==> src/rtl/imem_loader.sv <==
// Streams a length-prefixed byte image into instruction memory and holds the CPU in reset until loaded.
// Optional trailing XOR checksum enabled by defining IMEM_LOADER_CHECKSUM_EN.
module imem_loader #(
    parameter int unsigned ADDR_BUS_WIDTH = 16,
    parameter int unsigned BASE_ADDR      = 0
) (
    input  logic                      clk,
    input  logic                      rst_n,
    input  logic                      start,
    input  logic [7:0]                s_data,
    input  logic                      s_valid,
    output logic                      s_ready,
    output logic                      mem_we,
    output logic [ADDR_BUS_WIDTH-1:0] mem_addr,
    output logic [7:0]                mem_wdata,
    output logic                      busy,
    output logic                      done,
    output logic                      err,
    output logic                      cpu_rst_n
);

    // Largest legal payload length, evaluated at 33 bits so a full-memory image still fits.
    localparam logic [32:0] LEN_LIMIT = (33'd1 << ADDR_BUS_WIDTH) - 33'(BASE_ADDR);

`ifdef IMEM_LOADER_CHECKSUM_EN
    typedef enum logic [2:0] {IDLE, HDR, DATA, CSUM, DONE, ERR} state_t;
`else
    typedef enum logic [2:0] {IDLE, HDR, DATA, DONE, ERR} state_t;
`endif

    state_t                    state_q, state_d;
    logic [1:0]                hdr_cnt_q, hdr_cnt_d;
    logic [31:0]               len_q, len_d;
    logic [ADDR_BUS_WIDTH-1:0] addr_q, addr_d;
    logic                      s_ready_q, s_ready_d;
    logic                      mem_we_q, mem_we_d;
    logic [ADDR_BUS_WIDTH-1:0] mem_addr_q, mem_addr_d;
    logic [7:0]                mem_wdata_q, mem_wdata_d;
    logic                      busy_q, busy_d;
    logic                      done_q, done_d;
    logic                      err_q, err_d;
    logic                      cpu_rst_n_q, cpu_rst_n_d;
    logic                      xfer;
    logic [31:0]               hdr_len;
    state_t                    end_state;
`ifdef IMEM_LOADER_CHECKSUM_EN
    logic [7:0]                csum_q, csum_d;
`endif

    assign xfer    = s_valid && s_ready_q;
    assign hdr_len = {len_q[23:0], s_data};

`ifdef IMEM_LOADER_CHECKSUM_EN
    assign end_state = CSUM;
`else
    assign end_state = DONE;
`endif

    always_comb begin
        state_d     = state_q;
        hdr_cnt_d   = hdr_cnt_q;
        len_d       = len_q;
        addr_d      = addr_q;
        mem_we_d    = 1'b0;
        mem_addr_d  = mem_addr_q;
        mem_wdata_d = mem_wdata_q;
`ifdef IMEM_LOADER_CHECKSUM_EN
        csum_d      = csum_q;
`endif
        case (state_q)
            IDLE, DONE, ERR: begin
                if (start) begin
                    state_d   = HDR;
                    hdr_cnt_d = '0;
                    len_d     = '0;
                    addr_d    = ADDR_BUS_WIDTH'(BASE_ADDR);
`ifdef IMEM_LOADER_CHECKSUM_EN
                    csum_d    = '0;
`endif
                end
            end
            HDR: begin
                if (xfer) begin
                    len_d     = hdr_len;
                    hdr_cnt_d = hdr_cnt_q + 2'd1;
`ifdef IMEM_LOADER_CHECKSUM_EN
                    csum_d    = csum_q ^ s_data;
`endif
                    if (hdr_cnt_q == 2'd3) begin
                        if ({1'b0, hdr_len} > LEN_LIMIT) state_d = ERR;
                        else if (hdr_len == '0)         state_d = end_state;
                        else                            state_d = DATA;
                    end
                end
            end
            DATA: begin
                if (xfer) begin
                    mem_we_d    = 1'b1;
                    mem_addr_d  = addr_q;
                    mem_wdata_d = s_data;
                    addr_d      = addr_q + 1'b1;
                    len_d       = len_q - 32'd1;
`ifdef IMEM_LOADER_CHECKSUM_EN
                    csum_d      = csum_q ^ s_data;
`endif
                    if (len_q == 32'd1) state_d = end_state;
                end
            end
`ifdef IMEM_LOADER_CHECKSUM_EN
            CSUM: begin
                if (xfer) state_d = (s_data == csum_q) ? DONE : ERR;
            end
`endif
            default: state_d = IDLE;
        endcase

        // Status outputs are registered from the next state so they align with it.
        s_ready_d   = (state_d == HDR) || (state_d == DATA) || (state_d == end_state && state_d != DONE);
        busy_d      = s_ready_d;
        done_d      = (state_d == DONE);
        err_d       = (state_d == ERR);
        cpu_rst_n_d = (state_d == DONE);
    end

    always_ff @(posedge clk or negedge rst_n) begin
        if (!rst_n) begin
            state_q     <= IDLE;
            hdr_cnt_q   <= '0;
            len_q       <= '0;
            addr_q      <= '0;
            s_ready_q   <= 1'b0;
            mem_we_q    <= 1'b0;
            mem_addr_q  <= '0;
            mem_wdata_q <= '0;
            busy_q      <= 1'b0;
            done_q      <= 1'b0;
            err_q       <= 1'b0;
            cpu_rst_n_q <= 1'b0;
`ifdef IMEM_LOADER_CHECKSUM_EN
            csum_q      <= '0;
`endif
        end else begin
            state_q     <= state_d;
            hdr_cnt_q   <= hdr_cnt_d;
            len_q       <= len_d;
            addr_q      <= addr_d;
            s_ready_q   <= s_ready_d;
            mem_we_q    <= mem_we_d;
            mem_addr_q  <= mem_addr_d;
            mem_wdata_q <= mem_wdata_d;
            busy_q      <= busy_d;
            done_q      <= done_d;
            err_q       <= err_d;
            cpu_rst_n_q <= cpu_rst_n_d;
`ifdef IMEM_LOADER_CHECKSUM_EN
            csum_q      <= csum_d;
`endif
        end
    end

    assign s_ready   = s_ready_q;
    assign mem_we    = mem_we_q;
    assign mem_addr  = mem_addr_q;
    assign mem_wdata = mem_wdata_q;
    assign busy      = busy_q;
    assign done      = done_q;
    assign err       = err_q;
    assign cpu_rst_n = cpu_rst_n_q;

endmodule
==> config.mk <==
export PLATFORM = sky130hd
export DESIGN_NAME = imem_loader
export DESIGN_NICKNAME = d
export VERILOG_FILES = /design/src/rtl/imem_loader.sv
export SDC_FILE = /design/constraint.sdc
export NUM_CORES = 1
export LEC_CHECK = 0
export CAP_MARGIN = 20
export CORE_ASPECT_RATIO = 0.8
export CORE_UTILIZATION = 61
export DETAILED_ROUTE_END_ITERATION = 12
export HOLD_SLACK_MARGIN = 0.02
export PLACE_DENSITY_LB_ADDON = 0.12
export SKIP_CTS_REPAIR_TIMING = 1
export SKIP_LAST_GASP = 1
export SYNTH_ARGS = -nofsm -noshare
export SYNTH_HDL_FRONTEND = slang
export SYNTH_SLANG_ARGS = --single-unit
export TNS_END_PERCENT = 10
==> constraint.sdc <==
create_clock -name clk -period 5.4 [get_ports clk]
set_clock_uncertainty 0.2 [all_clocks]
set_input_delay 1.35 -clock clk [delete_from_list [all_inputs] [get_ports clk]]
set_output_delay 1.35 -clock clk [all_outputs]
set_load 0.02 [all_outputs]
==> After elaboration in Yosys (flattened, before gate mapping) <==
Cells that the tools add are included.
{ "word_totals": {"ff_bits": 81, "latch_bits": 0, "ramBits": 0, "romBits": 0, "input_bits": 12, "out_inout_bits": 30, "wordCells": 62, "memories": 0} }
{ "op_classes": {"addsub": 3, "multipliers": 0, "div_mod_pow": 0, "magnitude_cmp": 1, "n_eq_ne": 14, "shift": 0, "mux": 20, "bitwise": 0, "n_reduce_logical": 14} }
{ "ops": {"columns": ["cell", "count"], "rows": [
  ["32-bit two-way mux", 3],
  ["32-bit one-hot mux with 3 select lines", 1],
  ["32-bit by 1-bit == test with 1-bit output, second input constant", 1],
  ["32-bit by 17-bit > comparator with 1-bit output, second input constant", 1],
  ["32-bit zero test", 1],
  ["16-bit two-way mux", 2],
  ["16-bit one-hot mux with 2 select lines", 1],
  ["32-bit by 1-bit subtractor with 32-bit output, second input constant", 1],
  ["3-bit two-way mux", 6],
  ["16-bit by 1-bit adder with 16-bit output, second input constant", 1],
  ["3-bit by 2-bit == test with 1-bit output, second input constant", 4],
  ["3-bit one-hot mux with 3 select lines", 1],
  ["3-bit by 1-bit == test with 1-bit output, second input constant", 2],
  ["3-bit == test, second input constant", 2],
  ["2-bit inequality test, second input constant", 3],
  ["3-bit AND reduction", 2],
  ["2-bit two-way mux", 2],
  ["2-bit one-hot mux with 2 select lines", 1],
  ["4-bit AND reduction", 1],
  ["2-bit nonzero test", 2],
  ["3-bit zero test", 1],
  ["1-bit two-way mux", 3],
  ["3-bit by 2-bit inequality test with 1-bit output, second input constant", 1],
  ["3-bit nonzero test", 1],
  ["6 further kinds", 8]
]} }

==> Longest topological paths before layout <==
{ "depth": {"depth_word": 9, "mapped_depth": 8, "depth_no_buf": 6} }

==> Worst setup path before layout <==
No wires, ideal clock.
{ "synth_path": {"kind": "input-to-reg", "from": "input start", "to": "register addr_q[14]", "setup_time_ns": 0.077, "t_arrival_ns": 2.648, "required_ns": 5.123, "setup_slack_ns": 2.475, "cell_stages": 5, "path_buffers": 1, "cell_sequence": "nor3b_1 > clkbuf_1 > nor2_1 > or4_1 > a21oi_1"} }
{ "synth_between": {"elab_chain_len": 2} }
{ "synth_lines": {"columns": ["element", "line_no", "source"], "rows": [
  ["start, declared", "9", "input logic start,"],
  ["2-bit inequality test (no line)", null, null],
  ["3-bit AND reduction (no line)", null, null],
  ["end signal, assigned", "146", "addr_q <= addr_d;"],
  ["end, declared", "34", "logic [ADDR_BUS_WIDTH-1:0] addr_q, addr_d;"]
]} }
No other way between the ends.
A chain may end at the register's enable or synchronous reset.

==> Worst setup path after layout <==
{ "layout_path": {"from": "input start", "to": "register addr_q[15]"} }
The elaborated chain is that of the path after synthesis.

==> reports/metrics.yaml <==
sta:
  hold_violations: 0
  maxSlewViolCount: 0
  grt_setup_unrepaired: "false"
  whs_ns: 0.280
  fin_crit_sh: 0.649
  period_minus_slack_ns: 3.50
  fmax_ghz: 0.285
  tightest_slew_ns: 0.958
  setup_tns_ns: 0
  max_slew_margin: 0.356
  setup_violations: 0
final_layout:
  final.fill_count: 466
  areaGrowthSynthToFinish_pct: 16.5
  fin_util: 0.750
  drive_above_1_share: 0.0539
  fin_nets: 531
  antennaDiodeCount: 0
  stdcell_area_um2: 4910
floorplanning:
  die_height_um: 76.3
  io_pins: 42
  row_count: 26
  die_width_um: 94.9
  start_util: 0.644
  dieArea_um2: 7240
  core-area_um2: 6540
detailed_routing:
  dr.pass1.iters: 5
  wl_per_cell_um: 16.8
  drt-total-wl_um: 10100
  ant_nets: 0
  drt_iter0_markers: 501
  post-route-drc-count: 0
  vias: 3847
  vias_per_cell: 6.38
cts:
  clock_path_buffers: 2
  cts-root-buf: "clkbuf_8"
  cts_made_buffers: 9
  clkTransAtPathRegs_ns: 0.08
  clk_latency_ns: 0.35
  cts_tree: "built"
  htreeDepth: 3
  cts_sinks: 81
synth:
  synth_cell_types: 52
  synth_flop_cell: "dfrtp_1"
  synth_edf_count: 0
  yosysMostFrequentCell: "nand2_1"
  yosysSeqAreaShare: 0.481
  synth_area_um2: 4210
  netlist_top_cells_area: "dfrtp_1, nand2_1, o21ai_0"
  yosysTopAreaCell: "dfrtp_1"
  syn-num-nets: 500
  async_flop_share: 1.00
  postSynthAreaPerCell_um2: 8.72
  synth-seq-cells: 81
  synth_top_area_share: 0.481
  synth.top_cells.by_count: "nand2_1, dfrtp_1, o21ai_0"
  synth_cells: 483
  yosys_warnings: 0
hold_path:
  holdCritPathClass: "flop to flop"
setup_path:
  required_ns: 5.47
  crit_arrival_ns: 3.58
  timing.critical_path.fanout_max: 11
  cp-end-kind: "flop"
  cp-start-kind: "primary input"
  worst-setup-path-type: "primary input to flop"
placement:
  dp_hpwl_um: 6810
  place_area_um2: 4650
  portBuffers: 41
  place_congestion: 0.902
global_routing:
  grt_max_degree: 82
  grt_pass1_vias: 3415
  antenna_found_initial: 0
  globalRouteTotalUtil: 0.302
  grt.overflow.total: 0
  grt_pass1_wl_um: 17000
pwr:
  powerDensity_nw_per_um2: 326
  leakagePower_nw: 2.06
  irDropWorstVdd_uv: 212
  power_mw: 1.60
flow_run:
  timing.max_cap.violations: 0
status:
  status: "completed"
final cells by class:
cell class                 count  area, um2  area share
timing repair buffer          48        488      0.0994
clock buffer                  10        128      0.0260
tap                           84        105      0.0214
sequential                    81       2030       0.413
multi-input combinational    362       2020       0.413
clock inverter                 6       90.1      0.0184
inverter                      12       45.0     0.00918
sequential cells by signal, indices dropped and copies added, names as in the netlist:
register,flops
state_q,3
busy,1
mem_wdata,8
addr_q,16
hdr_cnt_q,2
mem_addr,16
err,1
cpu_rst_n,1
len_q,32
mem_we,1
final timing paths:
path / from / endpoint / slack [ns] / depth (start not counted)
min in group asynchronous: rst_n / len_q[24] / 0.69 / 1
max in group asynchronous: rst_n / mem_addr[6] / 3.72 / 2
hold reg to reg: mem_addr[6] / mem_addr[6] / 0.28 / 2
setup reg to reg: len_q[2] / len_q[27] / 2.47 / 5
hold / removal: mem_addr[6] / mem_addr[6] / 0.28 / 2
setup / recovery: start / addr_q[15] / 1.90 / 6
logic make-up (layout without fill, tap and decap cells):
| family | count (synthesis) | count (layout) | synth area share |
|---|---|---|---|
| AND/OR/NAND/NOR | 205 | 205 | 0.233 |
| AO/OA/AOI/OAI | 141 | 141 | 0.208 |
| flip-flops | 81 | 81 | 0.481 |
| buffers and inverters | 40 | 76 | 0.0395 |
| XOR/XNOR | 11 | 11 | 0.0229 |
| adder cells (fa/ha/maj) | 5 | 5 | 0.0149 |
placed cells by master, fill, tap and decap left out, types with 9 or more instances in the layout:
cell type	synthesis	routed
clkdlybuf4s50_1	0	40
nor2_1	37	37
a31oi_1	10	10
o21ai_0	58	58
a21oi_1	21	21
xor2_1	11	11
dfrtp_1	81	81
a22oi_1	14	14
clkbuf_8	0	9
nand2_1	91	91
inv_1	11	11
nor3_1	17	17
critical path, stage by stage:
cell and delay [ns]:
clkdlybuf4s50_1 0.56, nand2_1 0.08, a21oi_1 0.64, o21ai_1 0.30, or4_1 0.47, a21oi_1 0.16
routing by layer:
layer  part of all wire  GRT usage
met5                  0          0
met2               0.43      0.419
met3              0.072     0.0709
met1               0.49      0.485
met4             0.0045     0.0530
stage by stage:
stage	instances	worst slack [ns]
floorplan	483	2.47
global placement	585	1.68
detailed placement	585	1.57
CTS	601	1.93
global route	603	1.70
finish	603	1.90
where the power goes:
part	internal, mW	total, mW	switching, mW
combinational	0.125	0.312	0.187
sequential	0.693	0.801	0.108
clock	0.262	0.485	0.222
(Power assumes the default switching activity.)
